## config.mk

```make
export PLATFORM = sky130hd
export DESIGN_NAME = dot_arbiter_flat
export DESIGN_NICKNAME = d
export VERILOG_FILES = /design/src/rtl/dot_arbiter_if.sv /design/src/rtl/dot_arbiter.sv /design/src/flat_wrapper.sv
export SDC_FILE = /design/constraint.sdc
export NUM_CORES = 1
export LEC_CHECK = 0
export ABC_AREA = 1
export CAP_MARGIN = 20
export CORE_AREA = 10 10 405 407
export CTS_BUF_LIST = sky130_fd_sc_hd__clkbuf_8 sky130_fd_sc_hd__clkbuf_16
export DETAILED_ROUTE_END_ITERATION = 12
export DIE_AREA = 0 0 415 417
export PLACE_DENSITY_LB_ADDON = 0.1
export SYNTH_ARGS = -nofsm -noshare
export SYNTH_HDL_FRONTEND = slang
export SYNTH_SLANG_ARGS = --single-unit
```

## constraint.sdc

```tcl
create_clock -name clock -period 21.8 [get_ports clock]
set_input_delay 6.54 -clock clock [delete_from_list [all_inputs] [get_ports clock]]
set_output_delay 6.54 -clock clock [all_outputs]
set_load 0.005 [all_outputs]
```

## src/rtl/dot_arbiter_if.sv

```systemverilog
// Bundle between the dot arbiter and its neighbours: requester operand FIFOs,
// the shared dot unit's input/output FIFOs, requester result FIFOs and status.
interface dot_arbiter_if #(
  parameter int N_REQ  = 4,
  parameter int D_BITS = 32
);
  logic [N_REQ-1:0]                   req_empty;
  logic [N_REQ-1:0]                   req_rd_en;
  logic [N_REQ-1:0][2:0][D_BITS-1:0]  req_x;
  logic [N_REQ-1:0][2:0][D_BITS-1:0]  req_y;
  logic [2:0][D_BITS-1:0]             dot_x;
  logic [2:0][D_BITS-1:0]             dot_y;
  logic                               dot_in_empty;
  logic                               dot_in_rd_en;
  logic [D_BITS-1:0]                  dot_out;
  logic                               dot_out_empty;
  logic                               dot_out_rd_en;
  logic [D_BITS-1:0]                  res_dout;
  logic [N_REQ-1:0]                   res_full;
  logic [N_REQ-1:0]                   res_wr_en;
  logic                               busy;
  logic                               err_orphan;

  modport slave (
    input  req_empty, req_x, req_y, dot_in_rd_en, dot_out, dot_out_empty, res_full,
    output req_rd_en, dot_x, dot_y, dot_in_empty, dot_out_rd_en, res_dout, res_wr_en,
           busy, err_orphan
  );

  modport master (
    output req_empty, req_x, req_y, dot_in_rd_en, dot_out, dot_out_empty, res_full,
    input  req_rd_en, dot_x, dot_y, dot_in_empty, dot_out_rd_en, res_dout, res_wr_en,
           busy, err_orphan
  );
endinterface

```

## src/rtl/dot_arbiter.sv

```systemverilog
// Round-robin sharing of one dot unit; issue 1 cycle after req_empty falls, one op per 2 cycles.
// Results return in issue order via a requester-id tag FIFO; a full result FIFO stalls only returns.
module dot_arbiter #(
  parameter int N_REQ     = 4,
  parameter int D_BITS    = 32,
  parameter int TAG_DEPTH = 16
) (
  input  logic         clock,
  input  logic         reset,
  dot_arbiter_if.slave io_bus
);
  localparam int TAG_W = (N_REQ > 1) ? $clog2(N_REQ) : 1;
  localparam int PTR_W = (TAG_DEPTH > 1) ? $clog2(TAG_DEPTH) : 1;
  localparam int CNT_W = PTR_W + 1;

  typedef enum logic {S_ARB, S_HOLD} issue_state_t;
  typedef enum logic {S_RIDLE, S_RWRITE} ret_state_t;

  issue_state_t           r_issue_state, w_issue_next;
  ret_state_t             r_ret_state, w_ret_next;
  logic [TAG_W-1:0]       r_rr_ptr;
  logic [2:0][D_BITS-1:0] r_dot_x, r_dot_y;
  logic [TAG_W-1:0]       r_tag_mem [TAG_DEPTH];
  logic [PTR_W-1:0]       r_tag_wr_ptr, r_tag_rd_ptr;
  logic [CNT_W-1:0]       r_tag_cnt;
  logic [D_BITS-1:0]      r_res_dout;
  logic [TAG_W-1:0]       r_res_tag;
  logic                   r_err_orphan;

  logic                   w_grant_vld;
  logic [TAG_W-1:0]       w_grant_idx, w_cand;
  logic                   w_tag_full, w_tag_empty;
  logic                   w_issue, w_pop, w_orphan;
  logic                   w_dot_in_empty;
  logic [N_REQ-1:0]       w_req_rd_en, w_res_wr_en;

  function automatic logic [TAG_W-1:0] wrap_add(input logic [TAG_W-1:0] base, input int off);
    int sum;
    sum = int'(base) + off;
    if (sum >= N_REQ) sum = sum - N_REQ;
    return sum[TAG_W-1:0];
  endfunction

  // Scan downward so the candidate closest to the rr pointer wins.
  always_comb begin
    w_grant_vld = 1'b0;
    w_grant_idx = '0;
    w_cand      = '0;
    for (int k = N_REQ - 1; k >= 0; k--) begin
      w_cand = wrap_add(r_rr_ptr, k);
      if (!io_bus.req_empty[w_cand]) begin
        w_grant_vld = 1'b1;
        w_grant_idx = w_cand;
      end
    end
  end

  assign w_tag_full  = (r_tag_cnt == CNT_W'(TAG_DEPTH));
  assign w_tag_empty = (r_tag_cnt == '0);

  // Pulses are masked while reset is held so no FIFO pops during reset.
  always_comb begin
    w_issue_next   = r_issue_state;
    w_issue        = 1'b0;
    w_req_rd_en    = '0;
    w_dot_in_empty = 1'b1;
    case (r_issue_state)
      S_ARB: begin
        if (!reset && w_grant_vld && !w_tag_full) begin
          w_issue                  = 1'b1;
          w_req_rd_en[w_grant_idx] = 1'b1;
          w_issue_next             = S_HOLD;
        end
      end
      S_HOLD: begin
        w_dot_in_empty = 1'b0;
        if (io_bus.dot_in_rd_en) w_issue_next = S_ARB;
      end
      default: ;
    endcase
  end

  always_ff @(posedge clock or posedge reset) begin
    if (reset) begin
      r_issue_state <= S_ARB;
      r_rr_ptr      <= '0;
      r_dot_x       <= '0;
      r_dot_y       <= '0;
    end else begin
      r_issue_state <= w_issue_next;
      if (w_issue) begin
        r_rr_ptr <= wrap_add(w_grant_idx, 1);
        r_dot_x  <= io_bus.req_x[w_grant_idx];
        r_dot_y  <= io_bus.req_y[w_grant_idx];
      end
    end
  end

  always_ff @(posedge clock) begin
    if (w_issue) r_tag_mem[r_tag_wr_ptr] <= w_grant_idx;
  end

  always_ff @(posedge clock or posedge reset) begin
    if (reset) begin
      r_tag_wr_ptr <= '0;
      r_tag_rd_ptr <= '0;
      r_tag_cnt    <= '0;
    end else begin
      if (w_issue) r_tag_wr_ptr <= r_tag_wr_ptr + PTR_W'(1);
      if (w_pop)   r_tag_rd_ptr <= r_tag_rd_ptr + PTR_W'(1);
      if (w_issue && !w_pop)      r_tag_cnt <= r_tag_cnt + CNT_W'(1);
      else if (!w_issue && w_pop) r_tag_cnt <= r_tag_cnt - CNT_W'(1);
    end
  end

  always_comb begin
    w_ret_next  = r_ret_state;
    w_pop       = 1'b0;
    w_orphan    = 1'b0;
    w_res_wr_en = '0;
    case (r_ret_state)
      S_RIDLE: begin
        if (!reset && !io_bus.dot_out_empty) begin
          if (!w_tag_empty) begin
            w_pop      = 1'b1;
            w_ret_next = S_RWRITE;
          end else begin
            w_orphan = 1'b1;
          end
        end
      end
      S_RWRITE: begin
        if (!io_bus.res_full[r_res_tag]) begin
          w_res_wr_en[r_res_tag] = 1'b1;
          w_ret_next             = S_RIDLE;
        end
      end
      default: ;
    endcase
  end

  always_ff @(posedge clock or posedge reset) begin
    if (reset) begin
      r_ret_state  <= S_RIDLE;
      r_res_dout   <= '0;
      r_res_tag    <= '0;
      r_err_orphan <= 1'b0;
    end else begin
      r_ret_state <= w_ret_next;
      if (w_pop) begin
        r_res_dout <= io_bus.dot_out;
        r_res_tag  <= r_tag_mem[r_tag_rd_ptr];
      end
      if (w_orphan) r_err_orphan <= 1'b1;
    end
  end

  assign io_bus.req_rd_en     = w_req_rd_en;
  assign io_bus.dot_x         = r_dot_x;
  assign io_bus.dot_y         = r_dot_y;
  assign io_bus.dot_in_empty  = w_dot_in_empty;
  assign io_bus.dot_out_rd_en = w_pop;
  assign io_bus.res_dout      = r_res_dout;
  assign io_bus.res_wr_en     = w_res_wr_en;
  assign io_bus.busy          = !w_tag_empty || (r_issue_state != S_ARB);
  assign io_bus.err_orphan    = r_err_orphan;
endmodule

```

## src/flat_wrapper.sv

```systemverilog
// flat-port wrapper written by rule: the top's interface ports become plain ports
module dot_arbiter_flat 
#(
  parameter int N_REQ     = 4,
  parameter int D_BITS    = 32,
  parameter int TAG_DEPTH = 16
)
  (clock, reset, io_bus_req_empty, io_bus_req_x, io_bus_req_y, io_bus_dot_in_rd_en, io_bus_dot_out, io_bus_dot_out_empty, io_bus_res_full, io_bus_req_rd_en, io_bus_dot_x, io_bus_dot_y, io_bus_dot_in_empty, io_bus_dot_out_rd_en, io_bus_res_dout, io_bus_res_wr_en, io_bus_busy, io_bus_err_orphan);
  dot_arbiter_if #(.N_REQ(N_REQ), .D_BITS(D_BITS)) io_bus_i ();
  input  logic clock;
  input  logic reset;
  input wire logic [$bits(io_bus_i.req_empty)-1:0] io_bus_req_empty;
  input wire logic [$bits(io_bus_i.req_x)-1:0] io_bus_req_x;
  input wire logic [$bits(io_bus_i.req_y)-1:0] io_bus_req_y;
  input wire logic [$bits(io_bus_i.dot_in_rd_en)-1:0] io_bus_dot_in_rd_en;
  input wire logic [$bits(io_bus_i.dot_out)-1:0] io_bus_dot_out;
  input wire logic [$bits(io_bus_i.dot_out_empty)-1:0] io_bus_dot_out_empty;
  input wire logic [$bits(io_bus_i.res_full)-1:0] io_bus_res_full;
  output wire logic [$bits(io_bus_i.req_rd_en)-1:0] io_bus_req_rd_en;
  output wire logic [$bits(io_bus_i.dot_x)-1:0] io_bus_dot_x;
  output wire logic [$bits(io_bus_i.dot_y)-1:0] io_bus_dot_y;
  output wire logic [$bits(io_bus_i.dot_in_empty)-1:0] io_bus_dot_in_empty;
  output wire logic [$bits(io_bus_i.dot_out_rd_en)-1:0] io_bus_dot_out_rd_en;
  output wire logic [$bits(io_bus_i.res_dout)-1:0] io_bus_res_dout;
  output wire logic [$bits(io_bus_i.res_wr_en)-1:0] io_bus_res_wr_en;
  output wire logic [$bits(io_bus_i.busy)-1:0] io_bus_busy;
  output wire logic [$bits(io_bus_i.err_orphan)-1:0] io_bus_err_orphan;
  assign io_bus_i.req_empty = io_bus_req_empty;
  assign io_bus_i.req_x = io_bus_req_x;
  assign io_bus_i.req_y = io_bus_req_y;
  assign io_bus_i.dot_in_rd_en = io_bus_dot_in_rd_en;
  assign io_bus_i.dot_out = io_bus_dot_out;
  assign io_bus_i.dot_out_empty = io_bus_dot_out_empty;
  assign io_bus_i.res_full = io_bus_res_full;
  assign io_bus_req_rd_en = io_bus_i.req_rd_en;
  assign io_bus_dot_x = io_bus_i.dot_x;
  assign io_bus_dot_y = io_bus_i.dot_y;
  assign io_bus_dot_in_empty = io_bus_i.dot_in_empty;
  assign io_bus_dot_out_rd_en = io_bus_i.dot_out_rd_en;
  assign io_bus_res_dout = io_bus_i.res_dout;
  assign io_bus_res_wr_en = io_bus_i.res_wr_en;
  assign io_bus_busy = io_bus_i.busy;
  assign io_bus_err_orphan = io_bus_i.err_orphan;
  dot_arbiter #(.N_REQ(N_REQ), .D_BITS(D_BITS), .TAG_DEPTH(TAG_DEPTH)) u_core (.clock(clock), .reset(reset), .io_bus(io_bus_i));
endmodule
```

==> flow_metrics.tcl <==
set metrics [dict create \
    worstHoldStart "u_core.io_bus.dot_y[81]" \
    tightest_slew_ns 1.09 \
    clk_pin_slew_worst_paths_ns 0.05 \
    num_vias 24400 \
    hold_class "reg -> reg" \
    syn_area_mm2 0.0206 \
    fin_ws_ns 4.97 \
    synth_most_common_cell "nand2_1" \
    critPathMaxStageDelay_ns 0.73 \
    setup_viol 0 \
    place_ws_ns 4.85 \
    cts-root-buf "clkbuf_16" \
    placementRows 145 \
    yosysSeqAreaShare 0.343 \
    layout.nets 5057 \
    final_layout_size_suffix_gt1_frac 0.0279 \
    required_ns 15.26 \
    cts_resized 0 \
    hold_viol_final 0 \
    cts_setup_buffers 0 \
    htree_levels 2 \
    rr_endpoint "u_core.io_bus.dot_y[22]" \
    vias_per_cell 3.84 \
    gr-total-overflow 0 \
    drt_iter0_drc 1474 \
    min_period_over_period 0.772 \
    antenna_found_initial 62 \
    area_growth_syn_to_layout_pct 66.8 \
    maxSlewViolCount 0 \
    maxSlewHeadroom 0.276 \
    period_needed_ns 16.83 \
    cts_made_buffers 45 \
    grt_start_max_net_pins 140 \
    clkSinkCount 276 \
    hold_buffers 0 \
    async_flop_share 0.884 \
    rsz0062_at_grt "no" \
    power.total_mw 5.31 \
    max_cap_violations 0 \
    fmax_mhz 59.4 \
    track_usage 0.164 \
    gp_congestion 0.804 \
    clock_latency_ns 0.63 \
    arrival_ns 10.29 \
    cts_tree "yes" \
    synth_top_area_share 0.296 \
    skew_ns 0.0447 \
    cpMaxStageDelayCell "buf_4" \
    setup.worst_path.start_class "input pin" \
    ys_types 35 \
    antenna_left 0 \
    grt_pass1_vias 25500 \
    p_per_area_mw_per_mm2 155 \
    crit_chain "clkdlybuf4s50_1 > nand2_1 > nand2_1 > nand2_1 > nand2_2 > nand2_2 > nand2_1 > nand2_8 > nand2_8 > buf_4 > inv_1 > ha_1 > inv_1 > nor2_1 > clkdlybuf4s50_1" \
    synth_edf_count 32 \
    critPathKind "in -> out" \
    ys_ff_latch 276 \
    outcome "completed" \
    synth_nets 4152 \
    dr.pass1.iters 5 \
    cts_buffer_depth 3 \
    path_max_fanout 82 \
    synth_top_area_cell "dfrtp_1" \
    worst_ir_drop_vdd_mv 0.115 \
    endpoint_kind "output pin" \
    wl_um 149000 \
    wl_per_cell_um 23.5 \
    whs_endpoint "u_core.io_bus.dot_y[81]" \
    min_path_cells 2 \
    yosys_warnings 0 \
    crit_path_frequent_cell "nand2_1" \
    initial_core_util 0.132 \
    die-area_mm2 0.173 \
    reg2reg_depth 17 \
    holdWs_ns 0.476 \
    p_leak_nw 17.1 \
    drc_errors 0 \
    core_region_area_mm2 0.156 \
    r2r_start "u_core.r_rr_ptr[0]" \
    synth_area_leaders "dfrtp_1 (30%), nand2_1 (24%), nand3_1 (14%)" \
    netlist_top_cells_count "nand2_1 (1317), inv_1 (606), nand3_1 (588), dfrtp_1 (244), nand3b_1 (192)" \
    die_h_um 417 \
    die_w_um 415 \
    synth_ff_type "dfrtp_1" \
    port_buffers 1047 \
    grt_pass1_wl_um 206000 \
    io_pins 1048 \
    r2r_slack_ns 15.43 \
    synth.avg_cell_area_um2 6.19 \
    hpwl_um 114000 \
    fin_tns_setup_ns 0 \
    syn_inst 3326 \
]
==> cells by family after synthesis <==
logic type      Yosys count  synth area share
xor+xnor                  8           0.00340
flops                   276             0.343
buf+inv                 832             0.167
simple gates           2153             0.465
mux                       2          0.000972
compound gates           41            0.0114
fa+ha+maj                14           0.00887
==> worst max-delay path, delay by kind of cell <==
kind                       cells  cell delay, ns
buffers and inverters          5            1.87
and+or+nand+nor                9            1.57
adders and majority gates      1            0.24
==> state kept, by name, summed over array words and instances, names as in the netlist <==
register                  count
u_core.r_tag_wr_ptr           4
u_core.r_tag_rd_ptr           4
u_core.io_bus.res_dout       32
u_core.r_res_tag              2
u_core.io_bus.dot_x          96
u_core.r_rr_ptr               2
u_core.r_ret_state            1
u_core.io_bus.err_orphan      1
u_core.r_tag_mem             32
u_core.r_tag_cnt              5
u_core.r_issue_state          1
u_core.io_bus.dot_y          96
==> area by class of cell <==
cell class | instances | area [µm²]
well taps | 2058 | 2570
clock buffers | 52 | 1220
repair buffers | 1081 | 10700
fillers | 17900 | 121000
flip-flops and latches | 276 | 7070
multi-input cells | 2218 | 10100
clock inverters | 29 | 246
inverters | 609 | 2310
diodes | 26 | 65.1
==> power breakdown <==
part | total [mW] | internal, mW | switching, mW
Clock | 0.732 | 0.415 | 0.317
Sequential | 0.928 | 0.774 | 0.154
Combinational | 3.65 | 1.26 | 2.39
Total | 5.31 | 2.44 | 2.86
==> how the worst max path moves through the flow <==
stage / startpoint / endpoint / slack, ns / depth (start not counted)
2_1_floorplan: reset / io_bus_req_rd_en[0] / 2.02 / 5
3_3_place_gp: io_bus_req_empty[0] / io_bus_req_rd_en[1] / 4.80 / 14
3_5_place_dp: io_bus_req_empty[2] / io_bus_req_rd_en[2] / 4.85 / 15
4_1_cts: io_bus_req_empty[2] / io_bus_req_rd_en[2] / 4.84 / 15
5_1_grt: io_bus_req_empty[2] / io_bus_req_rd_en[2] / 4.60 / 15
6_report: io_bus_req_empty[2] / io_bus_req_rd_en[2] / 4.97 / 15
==> metrics by stage <==
| stage | instances | area (µm²) | util |
|---|---|---|---|
| floorplan | 3326 | 20600 | - |
| global placement | 6241 | 32800 | 0.211 |
| detailed placement | 6242 | 32800 | 0.211 |
| CTS | 6323 | 34300 | 0.220 |
| global route | 6344 | 34300 | 0.221 |
| finish | 6349 | 34400 | 0.221 |
==> per-layer routing <==
layer	GRT usage	vias up	share of wire
li1	-	11900	-
met1	0.176	11600	0.38
met2	0.312	612	0.54
met3	0.0437	195	0.057
met4	0.0480	42	0.025
met5	0	-	0.0019
==> cell usage in the layout (no fill, tap or decap), drive strengths merged, types with 2 or more instances in the layout <==
master / count
a21oi: 6
a31oi: 2
buf: 34
clkbuf: 52
clkdlybuf4s50: 1047
clkinv: 15
clkinvlp: 5
dfrtp: 244
diode: 26
edfxtp: 32
ha: 13
inv: 617
mux2i: 2
nand2: 1321
nand3: 589
nand3b: 192
nor2: 39
nor3: 8
o2111ai: 2
o21ai: 23
o221ai: 2
o22ai: 3
xor2: 7
Power figures use the tool's default switching activity.
